## src/rtl/sw_conditioner.sv

```systemverilog
// sw_conditioner: sync, debounce and edge-detect a raw switch bus.
// in: clk, rst(n), SW | out: sw_clean, sw_rise/fall, sw_changed, step_pulse, sample_tick
module sw_conditioner #(
  parameter int WIDTH          = 16,
  parameter int SAMPLE_DIV     = 200000,
  parameter int STABLE_SAMPLES = 4,
  parameter int STEP_BIT       = 0
) (
  input  logic             clk,
  input  logic             rst,
  input  logic [WIDTH-1:0] SW,
  output logic [WIDTH-1:0] sw_clean,
  output logic [WIDTH-1:0] sw_rise,
  output logic [WIDTH-1:0] sw_fall,
  output logic             sw_changed,
  output logic             step_pulse,
  output logic             sample_tick
);

  localparam int CW = (SAMPLE_DIV > 1) ?
                      $clog2(SAMPLE_DIV) : 1;
  localparam int HW = STABLE_SAMPLES - 1;
  localparam int SW_W = STABLE_SAMPLES;
  localparam logic [CW-1:0] DIV_LAST =
    CW'(SAMPLE_DIV - 1);

  logic [WIDTH-1:0] sync1_q, sync1_d;
  logic [WIDTH-1:0] sync2_q, sync2_d;
  logic [CW-1:0]    div_cnt_q, div_cnt_d;
  logic             tick_q, tick_d;
  logic             tick;

  logic [WIDTH-1:0][HW-1:0] hist_q, hist_d;
  logic [WIDTH-1:0][SW_W-1:0] win;

  logic [WIDTH-1:0] clean_q, clean_d;
  logic [WIDTH-1:0] rise_q, rise_d;
  logic [WIDTH-1:0] fall_q, fall_d;
  logic             chg_q, chg_d;

  // tick is decoded from the live count; tick_q is the
  // registered copy that lines up with the same cycle.
  always_comb begin
    sync1_d   = SW;
    sync2_d   = sync1_q;
    tick      = (div_cnt_q == DIV_LAST);
    div_cnt_d = tick ? '0 : div_cnt_q + CW'(1);
    tick_d    = (div_cnt_d == DIV_LAST);
  end

  always_comb begin
    for (int i = 0; i < WIDTH; i++) begin
      win[i] = {hist_q[i], sync2_q[i]};
    end
  end

  always_comb begin
    hist_d  = hist_q;
    clean_d = clean_q;
    rise_d  = '0;
    fall_d  = '0;
    if (tick) begin
      for (int i = 0; i < WIDTH; i++) begin
        // shift: oldest sample drops out the top
        hist_d[i] = win[i][HW-1:0];
        if ((&win[i]) && !clean_q[i]) begin
          clean_d[i] = 1'b1;
          rise_d[i]  = 1'b1;
        end else if (!(|win[i]) && clean_q[i]) begin
          clean_d[i] = 1'b0;
          fall_d[i]  = 1'b1;
        end
      end
    end
    chg_d = |(rise_d | fall_d);
  end

  always_ff @(posedge clk or negedge rst) begin
    if (!rst) begin
      sync1_q   <= '0;
      sync2_q   <= '0;
      div_cnt_q <= '0;
      tick_q    <= 1'b0;
      hist_q    <= '0;
      clean_q   <= '0;
      rise_q    <= '0;
      fall_q    <= '0;
      chg_q     <= 1'b0;
    end else begin
      sync1_q   <= sync1_d;
      sync2_q   <= sync2_d;
      div_cnt_q <= div_cnt_d;
      tick_q    <= tick_d;
      hist_q    <= hist_d;
      clean_q   <= clean_d;
      rise_q    <= rise_d;
      fall_q    <= fall_d;
      chg_q     <= chg_d;
    end
  end

  assign sw_clean    = clean_q;
  assign sw_rise     = rise_q;
  assign sw_fall     = fall_q;
  assign sw_changed  = chg_q;
  assign step_pulse  = rise_q[STEP_BIT];
  assign sample_tick = tick_q;

endmodule

```

## config.mk

```make
export PLATFORM = sky130hd
export DESIGN_NAME = sw_conditioner
export DESIGN_NICKNAME = d
export VERILOG_FILES = /design/src/rtl/sw_conditioner.sv
export SDC_FILE = /design/constraint.sdc
export NUM_CORES = 1
export LEC_CHECK = 0
export CORE_ASPECT_RATIO = 0.8
export CORE_MARGIN = 2
export CORE_UTILIZATION = 30
export DETAILED_ROUTE_END_ITERATION = 10
export GPL_ROUTABILITY_DRIVEN = 0
export REMOVE_ABC_BUFFERS = 1
export SETUP_SLACK_MARGIN = 0.15
export SYNTH_ARGS = -nofsm -noshare
export SYNTH_HDL_FRONTEND = slang
export SYNTH_SLANG_ARGS = --single-unit
```

## constraint.sdc

```tcl
create_clock -name clk -period 2.8 [get_ports clk]
set_clock_uncertainty 0.05 [all_clocks]
set_input_delay 0.56 -clock clk [delete_from_list [all_inputs] [get_ports clk]]
set_output_delay 0.56 -clock clk [all_outputs]
set_load 0.05 [all_outputs]
```

==> impl_metrics.tcl, run 1 <==
set metrics [dict create \
    worst_pin_slew_ns 0.542 \
    synth_area_per_cell_um2 10.9 \
    worst-path-buf-inv 1 \
    clk-insertion-delay-late_ns 0.42 \
    arrival_ns 1.78 \
    wl_um 12600 \
    port_buffers 68 \
    cts_inserted_buffers 17 \
    worstSetupPathType "register to primary output" \
    synth_top_area_share_pct 63.5 \
    synthFlopType "dfrtp_1" \
    power_density_nw_per_um2 624 \
    die_x_um 160 \
    yosys-top-cells-count "148 x dfrtp_1, 147 x nand2_1, 47 x nor2_1, 23 x nand4_1, 15 x nor4_1" \
    drtIter0Drc 304 \
    dpl_cell_area_um2 6810 \
    syn_to_final_growth_pct 27.8 \
    die_h_um 129 \
    synth_area_leaders "dfrtp_1 64%, nand2_1 9.5%, nor3_4 3.1%, nor2_1 3.0%, nand4_1 2.5%" \
    synth_area_um2 5830 \
    cp-end-kind "primary output" \
    finalCritPeriodShare_pct 85.4 \
    synthCells 534 \
    boundaryPins 69 \
    wire_per_inst_um 14.3 \
    status "finished clean" \
    report.final.hold_viol_count 0 \
    overflow 0 \
    cts_tree "yes" \
    synth-edff-count 0 \
    slew_violations 0 \
    drive_above_1_share_pct 10.3 \
    avgViaCountPerCell 4.67 \
    final_cell_area_um2 7450 \
    num_vias 4123 \
    cp.depth 1 \
    fin_crit_ns 2.39 \
    synth_top_area_cell "dfrtp_1" \
    fin_nets 630 \
    cp-start-kind "register" \
    cp_cell_sequence "clkdlybuf4s50_1" \
    n_antenna_cell 0 \
    yosysSeqAreaShare_pct 63.5 \
    grt_max_degree 62 \
    min_path_cells 0 \
    ff2ff_path_depth 7 \
    max_freq_ghz 0.418 \
    synth_warnings 0 \
    worst-endpoint-required_ns 2.19 \
    clk_pin_slew_ns 0.06 \
    setup_viol 0 \
    cts_setup_buffers 0 \
    cap_violations 0 \
    grt_pass1_vias 4168 \
    grt_antenna_before_repair 0 \
    ctsResizeCount 0 \
    yosysMostFrequentCell "dfrtp_1" \
    grt_first_pass_wirelength_um 21200 \
    fin_util_pct 39.2 \
    hp-class "register to register" \
    cts-root-buf "clkbuf_16" \
    rows 45 \
    ant_nets 0 \
    max_slew_margin_pct 63.8 \
    core_um2 19000 \
    htree_levels 4 \
    synth.distinct_cells 46 \
    peakVddDrop_v 0.000384 \
    max_stage_delay_ns 0.89 \
    drt_pass1_iterations 4 \
    cp_slowest_cell "clkdlybuf4s50_1" \
    dp_hpwl_um 8690 \
    start_util_pct 30.6 \
    synthArstFlopShare_pct 100 \
    groute.usage.overall_pct 13.1 \
    rsz0062_at_grt "false" \
    power.leakage_nw 3.40 \
    cts_sinks 148 \
    drc 0 \
    path_delay_family "buffers and inverters" \
    worstPathMaxFanout 5 \
    die_area_um2 20600 \
    clock_path_buffers 2 \
    ys_ff_latch 148 \
]
worst reg2reg max path, delay by kind of cell, from the launching register on:
| family | cells | cell delay (ns) |
|---|---|---|
| fa+ha+maj | 1 | 0.23 |
| buf+inv | 1 | 0.31 |
| flops | 1 | 0.40 |
| simple gates | 5 | 1.19 |
cell usage in the layout, fill, tap and decap left out, types with 2 or more instances in the layout:
master	n
dfrtp_1	148
nand2_1	147
clkdlybuf4s50_1	67
nor2_1	47
nand4_1	23
clkbuf_16	17
nor4_1	15
o21ai_0	13
nor3_4	12
nor3_1	11
inv_1	11
nand3_1	11
xor2_1	11
and3_1	6
nand2b_1	6
clkbuf_8	6
xnor2_1	5
o21bai_1	5
a41oi_1	5
buf_4	5
nand3b_1	4
o21ai_1	4
nor3_2	3
a311oi_1	3
clkinv_2	3
bufinv_16	3
nor3b_1	2
and4_1	2
and3_2	2
clkinvlp_4	2
buf_12	2
sequential cells by signal (all words and copies together) (netlist names):
| name | flops |
|---|---|
| hist_q | 48 |
| div_cnt_q | 18 |
| sample_tick | 1 |
| sw_changed | 1 |
| sync2_q | 16 |
| sw_fall | 16 |
| sync1_q | 16 |
| sw_rise | 16 |
| sw_clean | 16 |
where the power goes:
| part | internal [mW] | switching [mW] |
|---|---|---|
| Clock | 1.54 | 0.851 |
| Sequential | 2.16 | 0.0152 |
| Combinational | 0.0318 | 0.0485 |
| Total | 3.73 | 0.915 |
cell type report:
cell class                 count  area, um^2
clock buffer                  24         512
clock inverter                 8         120
fill                        1853       11600
inverter                      11        41.3
multi-input combinational    357        1980
sequential                   148        3700
tap                          258         323
timing repair buffer          76         769
timing repair:
item,4_1_cts,5_1_grt
hold buffers,1,0
hold endpoints to repair,7,0
setup endpoints to repair,0,0
logic make-up after synthesis:
kind of cell	count (synthesis)	synth area share [%]
AND/OR/NAND/NOR	302	26.6
flip-flops	148	63.5
AO/OA/AOI/OAI	38	4.61
buffers and inverters	29	2.66
XOR/XNOR	16	2.40
adder cells (fa/ha/maj)	1	0.215
path summary, 6_finish.rpt:
path	start	endpoint	slack, ns
worst min-delay path	sync1_q[1]$_DFF_PN0_	sync2_q[1]$_DFF_PN0_	0.30
max in group asynchronous	rst	hist_q[28]$_DFFE_PN0P_	1.44
worst min register to register	sync1_q[1]$_DFF_PN0_	sync2_q[1]$_DFF_PN0_	0.30
worst max-delay path	sw_clean[12]$_DFFE_PN0P_	sw_clean[12]	0.41
min in group asynchronous	rst	sample_tick$_DFF_PN0_	0.57
worst max register to register	div_cnt_q[0]$_DFF_PN0_	sw_clean[7]$_DFFE_PN0P_	0.56
metal layers:
layer / part of all wire, % / track usage, % / vias up
met2: 47 / 20.5 / 93
met3: 4.2 / 3.87 / 16
met1: 47 / 17.5 / 2035
met4: 1.7 / 4.77 / 0
li1: - / - / 1979
met5: 0 / 0 / -
metrics by stage:
step	power, mW	cells	setup TNS [ns]	setup WS, ns	hold slack (ns)
4_1_cts	4.71	882	0	0.374	0.296
6_report	4.65	882	0	0.409	0.296
3_5_place_dp	2.30	849	0	0.559	0.286
5_1_grt	4.82	882	0	0.346	0.303
2_1_floorplan	2.22	516	-15.31	-0.538	0.214
3_3_place_gp	2.30	849	0	0.680	0.283
No activity file was read; power rests on OpenSTA's default activity.
==> inputs of run 2 (changes only) <==
Settings changed: SLEW_MARGIN set to 20, TNS_END_PERCENT set to 10.
==> results of run 2 <==
No change in the layout: final DEF, timing and power equal those of run 1.
